**src/rtl/note_player_if.sv**
```systemverilog
// Note handshake bundle between the melody ROM sequencer and the tone player.
//   note_valid : sequencer presents a note on note_div/note_dur
//   note_ready : player can accept a note (it is idle)
//   note_div   : half-period of the tone in clocks, 0 = rest
//   note_dur   : note length in ticks, 0 = discard
// Modports: master = sequencer side, slave = player side.
interface note_if #(
  parameter int DW = 16
);
  logic          note_valid;
  logic          note_ready;
  logic [DW-1:0] note_div;
  logic [7:0]    note_dur;

  modport master (
    output note_valid,
    output note_div,
    output note_dur,
    input  note_ready
  );

  modport slave (
    input  note_valid,
    input  note_div,
    input  note_dur,
    output note_ready
  );
endinterface

```
**src/rtl/note_player.sv**
```systemverilog
// Single-channel square-wave tone player.
// Accepts one note (half-period divisor + duration in ticks) over the note_if
// handshake, plays it on ch_out, appends GAP silent ticks, then pulses done.
// Ports:
//   clk    : system clock, rising edge
//   rst    : asynchronous active-high reset
//   bus    : note_if slave (note_valid/note_ready/note_div/note_dur)
//   ch_out : registered square-wave output
//   busy   : high while a note or its gap is in progress
//   done   : one-clock pulse in the first idle cycle after a note completes
//            or is discarded
//
// state  | meaning
// S_IDLE | waiting for a note, note_ready high
// S_PLAY | tone (or rest) for dur*TICK cycles
// S_GAP  | silent articulation gap for GAP*TICK cycles
module note_player #(
  parameter int TICK = 12000,
  parameter int GAP  = 10,
  parameter int DW   = 16
) (
  input  logic   clk,
  input  logic   rst,
  note_if.slave  bus,
  output logic   ch_out,
  output logic   busy,
  output logic   done
);

  localparam int             PW        = (TICK > 1) ? $clog2(TICK) : 1;
  localparam logic [PW-1:0]  PRE_LAST  = PW'(TICK - 1);
  localparam logic [7:0]     GAP_TICKS = 8'(GAP);

  typedef enum logic [1:0] {
    S_IDLE,
    S_PLAY,
    S_GAP
  } state_t;

  state_t        state;
  logic [DW-1:0] div_q;
  logic [7:0]    dur_q;
  logic [DW-1:0] tone_cnt;
  logic [PW-1:0] pre_cnt;
  logic [7:0]    tick_cnt;

  logic          tick_wrap;
  logic          tone_last;
  logic [7:0]    tick_next;

  assign tick_wrap = (pre_cnt == PRE_LAST);
  assign tone_last = (tone_cnt == (div_q - DW'(1)));
  assign tick_next = tick_cnt + 8'd1;

  assign bus.note_ready = (state == S_IDLE);
  assign busy           = (state != S_IDLE);

  always_ff @(posedge clk or posedge rst) begin
    if (rst) begin
      state    <= S_IDLE;
      div_q    <= '0;
      dur_q    <= '0;
      tone_cnt <= '0;
      pre_cnt  <= '0;
      tick_cnt <= '0;
      ch_out   <= 1'b0;
      done     <= 1'b0;
    end else begin
      done <= 1'b0;
      case (state)
        S_IDLE: begin
          if (bus.note_valid) begin
            div_q    <= bus.note_div;
            dur_q    <= bus.note_dur;
            tone_cnt <= '0;
            pre_cnt  <= '0;
            tick_cnt <= '0;
            ch_out   <= 1'b0;
            // A zero-length note is consumed without ever leaving idle.
            if (bus.note_dur != 8'd0) begin
              state <= S_PLAY;
            end else begin
              done <= 1'b1;
            end
          end
        end

        S_PLAY: begin
          // div_q == 0 is a rest: counter frozen, ch_out stays low.
          if (div_q != '0) begin
            if (tone_last) begin
              tone_cnt <= '0;
              ch_out   <= ~ch_out;
            end else begin
              tone_cnt <= tone_cnt + DW'(1);
            end
          end
          if (tick_wrap) begin
            pre_cnt <= '0;
            if (tick_next == dur_q) begin
              // Silence on the same edge PLAY ends; overrides any toggle above.
              tick_cnt <= '0;
              tone_cnt <= '0;
              ch_out   <= 1'b0;
              if (GAP == 0) begin
                state <= S_IDLE;
                done  <= 1'b1;
              end else begin
                state <= S_GAP;
              end
            end else begin
              tick_cnt <= tick_next;
            end
          end else begin
            pre_cnt <= pre_cnt + PW'(1);
          end
        end

        S_GAP: begin
          if (tick_wrap) begin
            pre_cnt <= '0;
            if (tick_next == GAP_TICKS) begin
              tick_cnt <= '0;
              state    <= S_IDLE;
              done     <= 1'b1;
            end else begin
              tick_cnt <= tick_next;
            end
          end else begin
            pre_cnt <= pre_cnt + PW'(1);
          end
        end

        default: begin
          state  <= S_IDLE;
          ch_out <= 1'b0;
        end
      endcase
    end
  end

endmodule
```
**src/flat_wrapper.sv**
```systemverilog
// flat-port wrapper written by rule: the top's interface ports become plain ports
module note_player_flat 
#(
  parameter int TICK = 12000,
  parameter int GAP  = 10,
  parameter int DW   = 16
)
  (clk, rst, ch_out, busy, done, bus_note_valid, bus_note_div, bus_note_dur, bus_note_ready);
  note_if #(.DW(DW)) bus_i ();
  input  logic clk;
  input  logic rst;
  output logic ch_out;
  output logic busy;
  output logic done;
  input wire logic [$bits(bus_i.note_valid)-1:0] bus_note_valid;
  input wire logic [$bits(bus_i.note_div)-1:0] bus_note_div;
  input wire logic [$bits(bus_i.note_dur)-1:0] bus_note_dur;
  output wire logic [$bits(bus_i.note_ready)-1:0] bus_note_ready;
  assign bus_i.note_valid = bus_note_valid;
  assign bus_i.note_div = bus_note_div;
  assign bus_i.note_dur = bus_note_dur;
  assign bus_note_ready = bus_i.note_ready;
  note_player #(.TICK(TICK), .GAP(GAP), .DW(DW)) u_core (.clk(clk), .rst(rst), .bus(bus_i), .ch_out(ch_out), .busy(busy), .done(done));
endmodule
```
**config.mk**
```make
export PLATFORM = sky130hd
export DESIGN_NAME = note_player_flat
export DESIGN_NICKNAME = d
export VERILOG_FILES = /design/src/rtl/note_player_if.sv /design/src/rtl/note_player.sv /design/src/flat_wrapper.sv
export SDC_FILE = /design/constraint.sdc
export NUM_CORES = 1
export LEC_CHECK = 0
export ABC_CLOCK_PERIOD_IN_PS = 4000
export CORE_MARGIN = 10
export CORE_UTILIZATION = 64
export CTS_CLUSTER_DIAMETER = 120
export DETAILED_ROUTE_END_ITERATION = 8
export GPL_TIMING_DRIVEN = 0
export PLACE_DENSITY = 0.86
export RECOVER_POWER = 100
export SYNTH_ARGS = -nofsm -noshare
export SYNTH_HDL_FRONTEND = slang
export SYNTH_SLANG_ARGS = --single-unit
export TNS_END_PERCENT = 5
```
**constraint.sdc**
```tcl
create_clock -name clk -period 4 [get_ports clk]
set_input_delay 0.6 -clock clk [delete_from_list [all_inputs] [get_ports clk]]
set_output_delay 0.6 -clock clk [all_outputs]
set_load 0.05 [all_outputs]
```
==> impl_metrics.csv, run 1 <==
group,metric,value,unit
routing,finalWirelength,9320,um
grt,grt_pass1_wl,16000,um
worst_hold_path,hold_class,"flop to flop",
sta,layout_worst_path_cycle_share,81.5,%
sta,rsz0062_at_grt,"false",
job,drv_cap,1,
worst_setup_path,critPathSlowestCell,"nor4_2",
synth,async_reset_ff_share,100,%
routing,via_per_inst,6.27,
synth,yosysSeqAreaShare,40.3,%
sta,fin_tns_setup,0,ns
pwr,p_total,2.81,mW
synth,synthCells,423,
worst_setup_path,crit_family,"simple AND/OR/NAND/NOR gates",
grt,grt_pass1_vias,3424,
worst_setup_path,cpPeakStageDelay,0.71,ns
placement,place_congestion,0.873,
cells_and_area,n_fill_cell,437,
floorplanning,core_area,6280,um^2
clock_tree,clock_sinks,66,
cells_and_area,area_growth,14.5,%
floorplanning,rows,29,
pwr,pwr_density_cell,600,nW/um^2
synth,synth_area_leaders,"dfrtp_1, mux2_2, xnor2_1",
pwr,peakVddDrop,0.425,mV
grt,gr-usage-met1,22.5,%
floorplanning,die_h,100,um
worst_setup_path,crit_arrival,3.46,ns
cells_and_area,fin_nets,501,
status,status,"finished with violations",
sta,hold_viol,0,
grt,busiest_layer,"met2",
worst_setup_path,path_buf_inv,2,
floorplanning,start_util,65.3,%
grt,antenna_found_initial,0,
clock_tree,cts_tree,"built",
cells_and_area,diodes,0,
grt,grt-ovfl-total,0,
worst_setup_path,cp_cell_sequence,"clkbuf_1, nor4_2, nand2b_2, or3_2, a211oi_1, o2111ai_1, o21ai_2, buf_6, a21oi_1",
clock_tree,clk_path_buf_depth,2,
clock_tree,cts_buffers,9,
synth,synth_top_area_share,40.3,%
synth,synth_area_leader_cell,"dfrtp_1",
worst_setup_path,path_class,"flop to flop",
sta,setup_viol_count_final,0,
worst_setup_path,required,4.20,ns
routing,first_pass_iters,4,
sta,max_freq,307,MHz
routing,vias,3425,
clock_tree,cts_hold_buf,0,
synth,yosys_warnings,0,
clock_tree,cts-root-buf,"clkbuf_8",
pwr,total_leakage_power,1.92,nW
sta,skew,0.00905,ns
sta,slew_violations,29,
synth,syn_avg_cell_area,9.69,um^2
clock_tree,path_clk_slew,0.07,ns
grt,met3_usage,3.37,%
cells_and_area,drive_above_1_share,13.4,%
clock_tree,cts_resized,0,
clock_tree,htreeDepth,3,
grt,grt_max_degree,40,
routing,wl_per_cell,17.1,um
sta,min_period,3.26,ns
worst_setup_path,cp-start-kind,"flop",
status,violations,"capacitance limit, slew limit",
worst_setup_path,crit_path_max_fanout,10,
cells_and_area,register_area,1650,um^2
synth,ys_ff_latch,66,
routing,drc,0,
grt,global_route.usage.met2,33.8,%
synth,synth_ff_type,"dfrtp_1",
routing,initialDrtViolationCount,173,
sta,worst_pin_slew,1.52,ns
clock_tree,cts_setup_buffers,0,
cells_and_area,multi_input_area,2260,um^2
placement,dp_hpwl,6860,um
synth,synth_area,4100,um^2
sta,relSlewSlack,-1.63,%
floorplanning,dieArea,10000,um^2
routing,ant_nets,0,
floorplanning,die_w,100,um
synth,synth_edf_count,0,
worst_setup_path,end_kind,"flop",
synth,syn_nets,459,
placement,io_buffers,30,
floorplanning,ios,31,
synth,synth.distinct_cells,63,
grt,track_usage,19.3,%
clock_tree,insertion_delay,0.35,ns
-- layer usage --
layer  wire, um  vias up
li1           -     1622
met1       3890     1706
met2       4820       80
met3        411       17
met4        198        0
met5          0        -
-- sequential cells by signal, indices dropped and copies added, names as in the netlist --
signal           count
u_core.ch_out        1
u_core.div_q        16
u_core.done          1
u_core.dur_q         8
u_core.pre_cnt      14
u_core.state         2
u_core.tick_cnt      8
u_core.tone_cnt     16
-- power by group --
part,total (mW),internal [mW],switching (mW)
clock network,0.578,0.335,0.244
registers,1.02,0.831,0.193
logic,1.21,0.527,0.685
total,2.81,1.69,1.12
-- synth_stat cells (7+ instances only) --
master	n
nor4_1	8
xnor2_1	25
inv_1	15
and3_1	10
nand2_1	24
clkbuf_1	14
nand2b_1	7
a21oi_1	24
o21ai_0	18
dfrtp_1	66
mux2_2	25
nor3_1	9
xor2_1	23
ha_1	9
nor2_1	20
nand3_1	23
nand4_1	9
-- cell usage in the layout, fill, tap and decap left out, types with 10 or more instances in the layout --
master / count
a21oi_1: 25
and3_1: 10
clkbuf_1: 16
clkbuf_8: 12
clkdlybuf4s50_1: 25
dfrtp_1: 66
inv_1: 15
mux2_2: 25
nand2_1: 24
nand3_1: 23
nor2_1: 20
o21ai_0: 18
xnor2_1: 25
xor2_1: 23
-- worst register-to-register path: stages (launching register included) --
cell and delay (ns):
dfrtp_1 0.37, clkbuf_1 0.21, nor4_2 0.71, nand2b_2 0.21, or3_2 0.51, a211oi_1 0.35, o2111ai_1 0.21, o21ai_2 0.29
buf_6 0.19, a21oi_1 0.08
-- stage by stage --
| stage | instances | hold WS, ns | utilization, % | setup WS (ns) | cell area, um^2 |
|---|---|---|---|---|---|
| after floorplan | 423 | 0.479 | - | 1.26 | 4100 |
| after global placement | 530 | 0.514 | 71.6 | 0.703 | 4500 |
| after detailed placement | 531 | 0.521 | 71.9 | 0.890 | 4520 |
| after CTS | 546 | 0.530 | 75.2 | 0.861 | 4720 |
| after global routing | 546 | 0.559 | 74.8 | 0.335 | 4690 |
| final | 546 | 0.532 | 74.8 | 0.741 | 4690 |
-- cell type report --
cell class                 instances  area share [%]
inverter                          15            1.20
clock buffer                      13            3.60
buffer                            23            2.51
sequential                        66            35.2
multi-input combinational        319            48.2
clock inverter                     2           0.746
tap                               77            2.05
timing repair buffer              31            6.48
-- cell families (layout without fill, tap and decap cells) --
logic type,after synthesis,in the layout,synth area share [%]
adder cells (fa/ha/maj),9,9,2.75
AND/OR/NAND/NOR,146,146,20.1
buffers and inverters,38,84,4.24
multiplexers,29,29,7.84
flip-flops,66,66,40.3
XOR/XNOR,49,49,10.8
AO/OA/AOI/OAI,86,86,14.0
-- worst paths after layout --
kind,endpoint,startpoint,depth (start not counted),slack (ns)
worst max-delay path,u_core.tone_cnt[7]$_DFFE_PP0P_,u_core.div_q[3]$_DFFE_PP0P_,9,0.74
min in group asynchronous,u_core.tick_cnt[3]$_DFFE_PP0P_,rst,2,1.12
worst min register to register,u_core.tick_cnt[7]$_DFFE_PP0P_,u_core.tick_cnt[7]$_DFFE_PP0P_,1,0.53
worst min-delay path,u_core.tick_cnt[7]$_DFFE_PP0P_,u_core.tick_cnt[7]$_DFFE_PP0P_,1,0.53
worst max register to register,u_core.tone_cnt[7]$_DFFE_PP0P_,u_core.div_q[3]$_DFFE_PP0P_,9,0.74
max in group asynchronous,u_core.tone_cnt[14]$_DFFE_PP0P_,rst,3,0.82
Power figures use the tool's default switching activity.
==> run 2, diff against run 1 <==
- ABC_CLOCK_PERIOD_IN_PS: 4000 -> 2800
- CORE_UTILIZATION: 64 -> 53
- PLACE_DENSITY: 0.86 -> 0.76
- clock period: 4 -> 2.8 ns (I/O delays scaled with it)
==> impl_metrics.csv, run 2 (same netlist as run 1, synthesis figures left out) <==
group,metric,value,unit
status,status,"finished clean",
worst_setup_path,cp-start-kind,"flop",
cells_and_area,fin_area,4870,um^2
routing,ant_nets,0,
worst_hold_path,hold_end,"u_core.tick_cnt[7]$_DFFE_PP0P_",
pwr,p_total,4.24,mW
sta,slew_violations,0,
worst_setup_path,cp_cell_sequence,"or3_1, buf_6, or3_4, or4_4, and4_1, clkbuf_1, nand3_1, xor2_1, a21oi_1",
floorplanning,rows,32,
worst_setup_path,reg2reg_slack,0.06,ns
floorplanning,ios,31,
floorplanning,start_util,53.9,%
grt,track_usage,16.2,%
placement,dp_hpwl,6650,um
clock_tree,cts-root-buf,"clkbuf_8",
cells_and_area,fin_util,64.0,%
pwr,peakVddDrop,0.355,mV
sta,min_period,2.74,ns
worst_setup_path,crit_family,"simple AND/OR/NAND/NOR gates",
worst_setup_path,cpPeakStageDelay,0.50,ns
cells_and_area,diodes,0,
floorplanning,core_area,7610,um^2
grt,grt-ovfl-total,0,
sta,rsz0062_at_grt,"true",
placement,post-place-ws,-0.301,ns
worst_setup_path,r2r-start,"u_core.div_q[7]$_DFFE_PP0P_",
placement,io_buffers,30,
routing,wl_per_cell,16.2,um
sta,hold_viol,0,
worst_hold_path,hold_class,"flop to flop",
routing,drc,0,
routing,finalWirelength,9280,um
worst_setup_path,crit_arrival,2.95,ns
sta,worst_pin_slew,1.45,ns
grt,antenna_found_initial,0,
worst_setup_path,path_buf_inv,2,
floorplanning,dieArea,11700,um^2
cells_and_area,multi_input_area,2350,um^2
worst_setup_path,critPathSlowestCell,"or4_4",
grt,grt_max_degree,40,
cells_and_area,n_fill_cell,640,
floorplanning,die_h,108,um
worst_setup_path,r2r_end,"u_core.tone_cnt[12]$_DFFE_PP0P_",
routing,initialDrtViolationCount,191,
cells_and_area,finalNonFillerCells,574,
worst_hold_path,whs_path_depth,1,
clock_tree,insertion_delay,0.35,ns
cells_and_area,register_area,1660,um^2
sta,layout_worst_path_cycle_share,98.0,%
job,drv_cap,0,
placement,place_congestion,0.872,
pwr,total_leakage_power,1.96,nW
clock_tree,path_clk_slew,0.08,ns
cells_and_area,drive_above_1_share,18.0,%
sta,max_freq,365,MHz
placement,place_inst,556,
clock_tree,cts_tree,"built",
sta,skew,0.0114,ns
sta,fin_ws,0.0567,ns
cells_and_area,layout_common_cells,"dfrtp_1, clkdlybuf4s50_1, xnor2_1, mux2_2",
worst_setup_path,crit_path_max_fanout,9,
worst_hold_path,hold_start,"u_core.tick_cnt[7]$_DFFE_PP0P_",
placement,placed_cell_area,4550,um^2
grt,grt_pass1_wl,15400,um
routing,vias,3395,
routing,via_per_inst,5.91,
cells_and_area,fin_nets,503,
clock_tree,clk_path_buf_depth,2,
clock_tree,htreeDepth,3,
sta,setup_viol_count_final,0,
worst_setup_path,required,3.01,ns
cells_and_area,final_common_cell,"dfrtp_1",
worst_setup_path,reg2reg_depth,9,
clock_tree,clock_sinks,66,
cells_and_area,reg.largest.list,"u_core.div_q: 16 flops, u_core.tone_cnt: 16 flops, u_core.pre_cnt: 14 flops",
clock_tree,cts_buffers,9,
floorplanning,die_w,108,um
worst_setup_path,path_class,"flop to flop",
cells_and_area,area_growth,18.7,%
grt,grt_pass1_vias,3352,
worst_setup_path,end_kind,"flop",
routing,first_pass_iters,4,
sta,relSlewSlack,3.38,%
pwr,pwr_density_cell,872,nW/um^2
## run 2: changes by cell type in the layout (fill, tap and decap cells not counted), sizes merged
cell           change
dlygate4sd3        -1
clkinvlp           +2
clkinv             +2
clkdlybuf4s50      +1
clkbuf             -5
buf                +3
bufinv             +1
## run 2: area by class of cell
class	count	area share (%)
clock buffer	9	2.55
multi-input combinational	319	48.3
sequential	66	34.0
clock inverter	7	1.93
buffer	21	2.37
timing repair buffer	35	7.05
tap	102	2.62
inverter	15	1.16
## run 2: worst reg2reg max path: cells and delay by family (launching register included)
family	cells	cell delay (ns)
AO/OA/AOI/OAI	1	0.06
XOR/XNOR	1	0.17
buffers and inverters	2	0.32
flip-flops	1	0.42
AND/OR/NAND/NOR	5	1.64
## run 2: per-layer routing
metal | part of all wire [%] | track usage, %
met1 | 43 | 19.5
met2 | 51 | 27.8
met4 | 2.2 | 6.77
met5 | 0 | 0
met3 | 3.2 | 2.91
## run 2: per-stage QoR
stage | hold WS (ns) | setup TNS (ns)
2_1_floorplan | 0.479 | 0
3_3_place_gp | 0.517 | -27.71
3_5_place_dp | 0.522 | -4.28
4_1_cts | 0.541 | -0.0313
5_1_grt | 0.555 | -0.498
6_report | 0.533 | 0
## run 2: repair_timing
item	4_1_cts	5_1_grt
gates resized for setup	15	9
hold buffers	0	0
buffers inserted	3	0
endpoints found under the setup margin	21	23
cloned	1	0
pin swaps	6	3
## run 2: worst max-delay path by stage
stage	start	end	depth (start not counted)
6_report	u_core.div_q[7]$_DFFE_PP0P_	u_core.tone_cnt[12]$_DFFE_PP0P_	9
4_1_cts	u_core.div_q[7]$_DFFE_PP0P_	u_core.tone_cnt[5]$_DFFE_PP0P_	9
3_3_place_gp	rst	u_core.tone_cnt[11]$_DFFE_PP0P_	2
2_1_floorplan	u_core.div_q[7]$_DFFE_PP0P_	u_core.tone_cnt[10]$_DFFE_PP0P_	9
5_1_grt	u_core.pre_cnt[5]$_DFFE_PP0P_	u_core.tick_cnt[5]$_DFFE_PP0P_	8
3_5_place_dp	u_core.div_q[3]$_DFFE_PP0P_	u_core.tone_cnt[13]$_DFFE_PP0P_	9
## run 2: power breakdown
group          internal [mW]  switching, mW
Clock                  0.499          0.396
Combinational          0.844           1.05
Sequential              1.19          0.262
